===== src/rtl/shader_sequencer.sv =====
// Sequencer for the SIMD shader datapath: start/done handshake, bounded program
// length, registered one-cycle writeback and read-after-write stall on the pending write.
module shader_sequencer #(
  parameter int PC_W   = 4,
  parameter int RA_W   = 3,
  parameter int MASK_W = 4,
  parameter int CNT_W  = 8
) (
  input  logic              clk,
  input  logic              rst,
  input  logic              start,
  input  logic              abort,
  input  logic [PC_W-1:0]   prog_last,
  input  logic [MASK_W-1:0] inst_mask,
  input  logic [RA_W-1:0]   inst_dest,
  input  logic [RA_W-1:0]   inst_srcA,
  input  logic [RA_W-1:0]   inst_srcB,
  output logic [PC_W-1:0]   pc,
  output logic              issue,
  output logic              wb_en,
  output logic [RA_W-1:0]   wb_addr,
  output logic              busy,
  output logic              done,
  output logic [CNT_W-1:0]  instr_cnt,
  output logic [CNT_W-1:0]  stall_cnt,
  output logic [1:0]        fsm_state
);

  typedef enum logic [1:0] {
    IDLE  = 2'd0,
    RUN   = 2'd1,
    DRAIN = 2'd2,
    DONE  = 2'd3
  } state_t;

  state_t          state;
  state_t          next_state;
  logic [PC_W-1:0] last_q;
  logic            hazard;
  logic            at_last;

  function automatic logic [CNT_W-1:0] sat_inc(input logic [CNT_W-1:0] v);
    return (&v) ? v : v + CNT_W'(1);
  endfunction

  // The register file writes on posedge and reads combinationally, so only the
  // single in-flight writeback can collide with the current instruction's sources.
  assign hazard = wb_en && (|inst_mask) &&
                  ((inst_srcA == wb_addr) || (inst_srcB == wb_addr));
  assign at_last   = (pc == last_q);
  assign fsm_state = state;

  always_ff @(posedge clk or posedge rst) begin
    if (rst) state <= IDLE;
    else     state <= next_state;
  end

  // Handshake: start is accepted only in IDLE; done pulses for exactly one cycle
  // after the last writeback; abort (any state) returns to IDLE without done.
  always_comb begin
    next_state = state;
    case (state)
      IDLE:    if (start) next_state = RUN;
      RUN:     if (issue && at_last) next_state = DRAIN;
      DRAIN:   next_state = DONE;
      DONE:    next_state = IDLE;
      default: next_state = IDLE;
    endcase
    if (abort) next_state = IDLE;
  end

  always_comb begin
    issue = 1'b0;
    busy  = 1'b0;
    done  = 1'b0;
    case (state)
      RUN: begin
        issue = !hazard;
        busy  = 1'b1;
      end
      DRAIN:   busy = 1'b1;
      DONE:    done = 1'b1;
      default: ;
    endcase
  end

  always_ff @(posedge clk or posedge rst) begin
    if (rst) begin
      pc        <= '0;
      wb_en     <= 1'b0;
      wb_addr   <= '0;
      instr_cnt <= '0;
      stall_cnt <= '0;
      last_q    <= '0;
    end else begin
      wb_en <= 1'b0;
      case (state)
        IDLE: begin
          if (start && !abort) begin
            pc        <= '0;
            instr_cnt <= '0;
            stall_cnt <= '0;
            last_q    <= prog_last;
          end
        end
        RUN: begin
          if (issue) begin
            // An abort on this edge drops the writeback but the fetch still advances.
            wb_en     <= (|inst_mask) && !abort;
            wb_addr   <= inst_dest;
            instr_cnt <= sat_inc(instr_cnt);
            if (!at_last) pc <= pc + PC_W'(1);
          end else begin
            stall_cnt <= sat_inc(stall_cnt);
          end
        end
        default: ;
      endcase
    end
  end

endmodule


===== config.mk =====
export PLATFORM = sky130hd
export DESIGN_NAME = shader_sequencer
export DESIGN_NICKNAME = d
export VERILOG_FILES = /design/src/rtl/shader_sequencer.sv
export SDC_FILE = /design/constraint.sdc
export NUM_CORES = 1
export LEC_CHECK = 0
export BUFFER_PORTS_ARGS = -buffer_cell sky130_fd_sc_hd__buf_2
export CORE_ASPECT_RATIO = 0.6
export CORE_MARGIN = 2
export CORE_UTILIZATION = 45
export DETAILED_ROUTE_END_ITERATION = 7
export HOLD_SLACK_MARGIN = 0.1
export PLACE_DENSITY = 0.73
export REMOVE_ABC_BUFFERS = 1
export SLEW_MARGIN = 25
export SYNTH_ARGS = -nofsm -noshare
export SYNTH_HDL_FRONTEND = slang
export SYNTH_SLANG_ARGS = --single-unit

===== constraint.sdc =====
create_clock -name clk -period 1.89 [get_ports clk]
set_input_delay 0.0945 -clock clk [delete_from_list [all_inputs] [get_ports clk]]
set_output_delay 0.0945 -clock clk [all_outputs]
set_load 0.05 [all_outputs]

Word-level counts from Yosys, hierarchy flattened
Cells that the tools add are included.
{"block": "op_classes", "add_sub_neg": 3, "n_eq_ne": 14, "mux": 20, "reduce_logical": 20}
{"op": "2-to-1 mux 8 bit", "count": 5}
{"op": "case mux 8 bit (2 select lines)", "count": 2}
{"op": "adder 8 x 1 -> 8 bit, second input constant", "count": 2}
{"op": "AND reduction 8 bit", "count": 2}
{"op": "2-to-1 mux 4 bit", "count": 3}
{"op": "!= test 2 bit, second input constant", "count": 6}
{"op": "AND reduction 4 bit", "count": 3}
{"op": "case mux 2 bit (4 select lines)", "count": 1}
{"op": "case mux 4 bit (2 select lines)", "count": 1}
{"op": "== test 3 bit", "count": 2}
{"op": "2-to-1 mux 2 bit", "count": 3}
{"op": "!= test 3 bit, second input constant", "count": 2}
{"op": "AND reduction 2 bit", "count": 3}
{"op": "logical AND 1 bit", "count": 5}
{"op": "2-to-1 mux 1 bit", "count": 5}
{"op": "adder 4 x 1 -> 4 bit, second input constant", "count": 1}
{"op": "== test 2 bit, second input constant", "count": 2}
{"op": "== test 4 bit", "count": 1}
{"op": "OR reduction 4 bit", "count": 1}
{"op": "== test 2 x 1 -> 1 bit, second input constant", "count": 1}
{"op": "zero test 1 bit", "count": 2}
{"op": "zero test 2 bit", "count": 1}
{"op": "nonzero test 2 bit", "count": 1}
{"op": "OR reduction 2 bit", "count": 1}
{"op": "logical OR 1 bit", "count": 1}
{"block": "totals", "regBits": 30}

Logic depth before layout (Yosys ltp)
Gate-level depths: netlist (run 1).
{"block": "depth", "depth_word": 9, "ltp_mapped": 9, "mapped_depth_nobuf": 7}

Worst setup path before layout (run 1)
OpenSTA, ideal clock, no wires.
{"block": "synth_timing", "kind": "register to register", "from": "register state[0] (netlist: fsm_state[0])", "to": "register stall_cnt[3]", "t_arrival_ns": 2.222, "t_required_ns": 1.812, "slack_ns": -0.410, "path_stages_with_launch": 9, "n_path_buf": 1, "path_cell_list": "dfrtp_1 -> inv_1 -> ha_1 -> nor2b_1 -> o32ai_2 -> a211o_1 -> buf_2 -> or3_1 -> a21oi_1"}
{"block": "synth_via", "elab_chain_len": 4, "word_cells_on_any_way": 9}
{"element": "start, declared", "line_no": "36", "text": "state_t state;"}
{"element": "start signal, assigned", "line_no": "55", "text": "else state <= next_state;"}
{"element": "== test 2 x 1 -> 1 bit", "line_no": "76, 97"}
{"element": "2-to-1 mux 1 bit", "line_no": "76", "text": "case (state)"}
{"element": "!= test 2 bit (no source line)"}
{"element": "AND reduction 4 bit (no source line)"}
{"element": "end signal, assigned", "line_no": "114", "text": "stall_cnt <= sat_inc(stall_cnt);"}
{"element": "end, declared", "line_no": "25", "text": "output logic [CNT_W-1:0] stall_cnt,"}
Parallel ways exist; a longest one is shown, timed or not.
A chain may end at the register's enable or synchronous reset.

Worst setup path after layout (run 1)
{"block": "layout_timing", "from": "register state[0] (netlist: fsm_state[0])", "to": "register stall_cnt[4]"}
Same word-level chain as after synthesis.

==> results.json, run 1 <==
{
  "use_met2": 0.349,
  "slew_headroom": 0.742,
  "rows": 17,
  "swShare": 0.460,
  "vias_per_cell": 5.51,
  "synth-simple-area-share": 0.207,
  "cp-end-kind": "flip-flop",
  "synth_compound_area_frac": 0.188,
  "fp.coreArea_um2": 3700,
  "grt_pass1_vias": 1709,
  "finish.utilization": 0.748,
  "finalNonFillerCells": 338,
  "crit_fanout": 6,
  "crit_required_ns": 2.11,
  "synthArstFlopShare": 1.00,
  "num_vias": 1862,
  "antenna_found_initial": 0,
  "synth.distinct_cells": 45,
  "drc": 0,
  "drv_cap": 0,
  "die-area_um2": 4430,
  "finClkSkew_ns": 0.00593,
  "status": "finished, violations left",
  "drive_above_1_share": 0.495,
  "hold_viol": 0,
  "worstPathArrival_ns": 2.20,
  "synth.area.mux_share": 0.0364,
  "use_met1": 0.348,
  "synth_area_leaders": "dfrtp_1, nand2_1, ha_1",
  "gp_congestion": 0.859,
  "fin_setup_tns_ns": -0.443,
  "post-route-period-util": 1.05,
  "peakVddDrop_mv": 1.16,
  "synth.avg_cell_area_um2": 9.53,
  "total_power_mw": 3.69,
  "grt_max_degree": 31,
  "initial_core_util": 0.474,
  "drt_iter0_drc": 117,
  "ys_seq_elements": 30,
  "p_int_mw": 1.99,
  "violations": "setup timing",
  "worst-setup-path-type": "reg2reg",
  "io_pins": 50,
  "min_path_type": "in2reg",
  "use_met3": 0.0551,
  "numCtsBuffers": 5,
  "numPortBuffers": 49,
  "setup_viol_count_final": 7,
  "busiest_layer": "met2",
  "yosysTopAreaCell": "dfrtp_1",
  "grt_use_total": 0.239,
  "synth_flop_cell": "dfrtp_1",
  "fillers": 257,
  "power.density_nw_per_um2": 1330,
  "die_w_um": 84.6,
  "yosysTopAreaCellShare": 0.428,
  "nets": 318,
  "grt.overflow.total": 0,
  "pwr-share-clk": 0.150,
  "clk_pin_slew_ns": 0.07,
  "leakage_nw": 1.35,
  "clockRootBuffer": "clkbuf_8",
  "layout_setup_ws_ns": -0.0908,
  "slew_viol_final": 0,
  "power_frac_comb": 0.591,
  "yosys.area_share.adder": 0.0499,
  "p_switching_mw": 1.70,
  "synth_cells": 184,
  "cp-start-kind": "flip-flop",
  "syn-cell-area_um2": 1750,
  "htree_levels": 2,
  "synth_edf_count": 0,
  "clk_latency_ns": 0.29,
  "rsz0062_at_grt": "true",
  "seqPwrFrac": 0.259,
  "first_pass_iters": 4,
  "synth-xor-area-share": 0.0499,
  "dp_hpwl_mm": 3.48,
  "tightest_slew_ns": 0.388,
  "cts.sinks": 30,
  "ant_nets": 0,
  "fin_crit_ns": 1.98,
  "die_h_um": 52.4,
  "cts_tree": "built",
  "ys_warn_count": 0,
  "dpl.cell_count": 311,
  "syn2layout_area_growth_pct": 57.8,
  "antennaDiodeCount": 0,
  "synth_top_family_by_area": "simple AND/OR/NAND/NOR gates",
  "wl_per_cell_um": 15.7,
  "grt_pass1_wl_mm": 8.04,
  "seq_area_frac_synth": 0.428,
  "wirelength_mm": 5.30,
  "cts_max_path_buffers": 2,
  "fmaxAchievable_mhz": 505
}
-- power by group through the flow --
stage               clock (mW)  sequential (mW)  combinational (mW)
floorplan                    0             1.29               0.791
global placement             0            0.926                1.75
detailed placement           0            0.933                1.78
CTS                      0.555            0.925                1.94
global route             0.586            0.976                2.32
finish                   0.553            0.958                2.18
-- critical path, stage by stage, from the launching register on --
cell and delay (ns):
dfrtp_1 0.41, inv_2 0.10, ha_4 0.16, and3b_2 0.19, o32ai_2 0.08, a211o_2 0.34, buf_6 0.14, or3_4 0.36
a21oi_2 0.13
-- metal layers --
layer / vias up / routed length (um)
li1: 890 / -
met1: 880 / 2510
met2: 79 / 2340
met3: 13 / 350
met4: 0 / 104
met5: - / 0
-- placed cells by master (no fill, tap or decap), drive strengths merged, types with 9 or more instances in the layout --
cell         Yosys  final
a21oi            9      9
o31ai            9      9
xnor2           10     10
inv             11     11
dfrtp           30     30
nand2           27     27
nand3           11     11
buf              5     96
dlygate4sd3      0      9
-- final timing paths --
path / startpoint / to / slack, ns / cells past startpoint
worst max-delay path: fsm_state[0] / stall_cnt[4] / -0.09 / 8
worst min-delay path: inst_mask[2] / wb_en / 0.24 / 3
worst max register to register: fsm_state[0] / stall_cnt[4] / -0.09 / 8
worst min register to register: last_q[1] / last_q[1] / 0.50 / 2
max in group asynchronous: rst / wb_addr[2] / 1.16 / 4
min in group asynchronous: rst / stall_cnt[3] / 0.42 / 4
-- per-stage QoR --
stage | hold WS, ns | setup WS, ns | area (um2)
floorplan | 0.165 | -0.567 | 1720
global route | 0.261 | -0.172 | 2770
CTS | 0.235 | -0.0919 | 2590
detailed placement | 0.189 | -0.195 | 2300
finish | 0.236 | -0.0908 | 2770
global placement | 0.195 | -0.0874 | 2300
-- synthesized netlist by cell type, drive strengths merged, types with 2 or more instances --
| cell | n |
|---|---|
| o21ai | 4 |
| inv | 11 |
| a2bb2oi | 2 |
| ha | 7 |
| a21oi | 9 |
| xnor2 | 10 |
| nand2b | 6 |
| nand2 | 27 |
| or3 | 2 |
| or4 | 7 |
| dfrtp | 30 |
| nor2 | 5 |
| o311ai | 2 |
| mux2i | 3 |
| buf | 5 |
| nand4 | 4 |
| o211ai | 2 |
| a211o | 2 |
| o31ai | 9 |
| and4 | 2 |
| mux2 | 3 |
| nand3 | 11 |
-- area by class of cell --
cell class                 instances  area, um2  share of cell area
clock inverter                     2       12.5             0.00452
timing repair buffer             105        713               0.258
tap                               47       58.8              0.0212
inverter                          11       41.3              0.0149
clock buffer                       6       82.6              0.0298
multi-input combinational        137       1100               0.399
sequential                        30        754               0.273
-- registers in the layout, summed over array words and instances, names as in the netlist --
| name | count |
|---|---|
| pc | 4 |
| wb_en | 1 |
| wb_addr | 3 |
| fsm_state | 2 |
| instr_cnt | 8 |
| stall_cnt | 8 |
| last_q | 4 |
-- logic make-up after synthesis --
family,Yosys count
muxes,6
DFF,30
buffers and inverters,17
adders and majority gates,7
and+or+nand+nor,70
AOI/OAI and AO/OA,44
xor gates and xnor gates,10
-- timing repair --
action	CTS	global route
setup buffers	7	3
endpoints found under the hold margin	38	0
pin swaps	10	7
gates cloned	0	0
gates resized for setup	13	32
hold buffers	9	0
setup endpoints to repair	12	20
(Power assumes the default switching activity.)
==> inputs of run 2 (changes only) <==
--- a/config.mk
+++ b/config.mk
@@ -6,12 +6,15 @@
 export NUM_CORES = 1
 export LEC_CHECK = 0
 export BUFFER_PORTS_ARGS = -buffer_cell sky130_fd_sc_hd__buf_2
+export CELL_PAD_IN_SITES_DETAIL_PLACEMENT = 1
+export CELL_PAD_IN_SITES_GLOBAL_PLACEMENT = 2
 export CORE_ASPECT_RATIO = 0.6
 export CORE_MARGIN = 2
-export CORE_UTILIZATION = 45
+export CORE_UTILIZATION = 28
+export CTS_CLUSTER_DIAMETER = 100
 export DETAILED_ROUTE_END_ITERATION = 7
 export HOLD_SLACK_MARGIN = 0.1
-export PLACE_DENSITY = 0.73
+export PLACE_DENSITY = 0.87
 export REMOVE_ABC_BUFFERS = 1
 export SLEW_MARGIN = 25
 export SYNTH_ARGS = -nofsm -noshare
==> run 2 against run 1 <==
The run still ends with setup timing left; non-clock buffer count increased by 8; sequential share of layout area decreased by 0.96 points; clock-buffer cell count unchanged; register-to-register slack about the same; global-route usage decreased by 6.5 points; worst hold slack got worse by 0.085 ns; cell count increased by 13%; largest cell class unchanged.
==> results.json, run 2 (synthesis gave the netlist of run 1 again) <==
{
  "syn2layout_area_growth_pct": 63.0,
  "finish.utilization": 0.470,
  "drc": 0,
  "peakVddDrop_mv": 0.769,
  "critical-path-max-stage-delay_ns": 0.41,
  "crit_slowest_cell": "dfrtp_1",
  "antenna_found_initial": 0,
  "fmaxAchievable_mhz": 501,
  "post-route-period-util": 1.06,
  "io_pins": 50,
  "worst-setup-path-type": "reg2reg",
  "tightest_slew_ns": 0.428,
  "num_vias": 1889,
  "numCtsBuffers": 5,
  "die-area_um2": 6930,
  "worstPathArrival_ns": 2.22,
  "rsz0062_at_grt": "true",
  "status": "finished, violations left",
  "power.density_nw_per_um2": 1280,
  "drive_above_1_share": 0.522,
  "clk_latency_ns": 0.29,
  "rows": 22,
  "most-common-layout-cells": "buf_4, buf_2, dfrtp_1, nand2_1, dlygate4sd3_1",
  "crit_chain": "inv_2, ha_4, and3b_2, o32ai_4, a211o_4, buf_6, or3_4, a21oi_2",
  "cts_max_path_buffers": 2,
  "fin_hold_ws_ns": 0.151,
  "cp_top_family": "simple AND/OR/NAND/NOR gates",
  "crit_fanout": 6,
  "cp-start-kind": "flip-flop",
  "numPortBuffers": 49,
  "setup_viol_count_final": 8,
  "htree_levels": 2,
  "drt_iter0_drc": 25,
  "nets": 326,
  "cts.sinks": 30,
  "fin_setup_tns_ns": -0.524,
  "clk_pin_slew_ns": 0.06,
  "wl_per_cell_um": 15.9,
  "cts_tree": "built",
  "wirelength_mm": 6.06,
  "finClkSkew_ns": 0.00695,
  "cp-end-kind": "flip-flop",
  "first_pass_iters": 4,
  "die_h_um": 65.3,
  "grt_pass1_vias": 1901,
  "fillers": 720,
  "min_path_type": "in2reg",
  "finalNonFillerCells": 381,
  "dp_hpwl_mm": 4.19,
  "gp_congestion": 0.805,
  "seq_area_um2": 752,
  "multi_input_area_um2": 1110,
  "hold_viol": 0,
  "grt_use_total": 0.174,
  "grt_pass1_wl_mm": 9.40,
  "grt_max_degree": 31,
  "dpl.cell_count": 353,
  "slew_viol_final": 0,
  "layout_commonest_cell": "buf_4",
  "crit_required_ns": 2.11,
  "slew_headroom": 0.714,
  "antennaDiodeCount": 0,
  "die_w_um": 106,
  "ant_nets": 0,
  "clockRootBuffer": "clkbuf_8",
  "fp.coreArea_um2": 6080,
  "vias_per_cell": 4.96,
  "grt.overflow.total": 0,
  "drv_cap": 0,
  "violations": "setup timing",
  "initial_core_util": 0.288,
  "top_regs": "instr_cnt x8, stall_cnt x8",
  "leakage_nw": 1.37,
  "layout_setup_ws_ns": -0.106,
  "fin_crit_ns": 2.00,
  "cp_num_buf_inv": 2
}
-- run 2: changes by cell type in the layout (fill, tap and decap cells not counted), sizes merged --
cell,change
clkinv,-1
clkinvlp,-1
buf,+8
-- run 2: timing repair --
item                                   in CTS  in global routing
hold buffers                                9                  0
endpoints found under the hold margin      38                  0
gates cloned                                0                  0
setup endpoints to repair                  12                 17
setup buffers                               7                  6
resized for setup                          24                 27
pin swaps                                  11                 12
-- run 2: worst paths after layout --
| check | start | endpoint | slack [ns] | cells past startpoint |
|---|---|---|---|---|
| worst max-delay path | fsm_state[0] | stall_cnt[3] | -0.11 | 8 |
| worst min-delay path | abort | fsm_state[0] | 0.15 | 3 |
| worst max register to register | fsm_state[0] | stall_cnt[3] | -0.11 | 8 |
| worst min register to register | last_q[0] | last_q[0] | 0.50 | 2 |
| max in group asynchronous | rst | wb_addr[0] | 1.12 | 4 |
| min in group asynchronous | rst | instr_cnt[6] | 0.44 | 4 |
-- run 2: final cells by class --
type,count,share of cell area
clock buffer,6,0.0289
inverter,11,0.0144
multi-input combinational,137,0.390
sequential,30,0.263
tap,84,0.0368
timing repair buffer,113,0.267
-- run 2: where the power goes --
part | switching [mW] | total, mW | leakage (nW) | internal [mW]
Sequential | 0.133 | 0.920 | 0.402 | 0.788
Clock | 0.249 | 0.529 | 0.0431 | 0.281
Combinational | 1.28 | 2.21 | 0.925 | 0.930
Total | 1.66 | 3.66 | 1.37 | 2.00
-- run 2: layer usage --
layer / routed length, um / share of wire / up-vias / global-route usage
met5: 0 / 0 / - / 0
met4: 115 / 0.019 / 0 / 0.0526
met3: 311 / 0.051 / 14 / 0.0486
met2: 2760 / 0.46 / 49 / 0.268
met1: 2860 / 0.47 / 922 / 0.239
li1: - / - / 904 / -
-- run 2: metrics by stage --
step           instance area, um2  power [mW]  worst slack [ns]
2_1_floorplan                1720        2.08            -0.567
5_1_grt                      2860        3.90            -0.174
3_3_place_gp                 2390        2.73           -0.0690
4_1_cts                      2690        3.46            -0.138
6_report                     2860        3.66            -0.106
3_5_place_dp                 2390        2.76            -0.190
-- run 2: worst reg2reg max path, stage by stage, from the launching register on --
cell and delay [ns]:
dfrtp_1 0.41, inv_2 0.09, ha_4 0.15, and3b_2 0.22
o32ai_4 0.09, a211o_4 0.32, buf_6 0.14, or3_4 0.36
a21oi_2 0.14
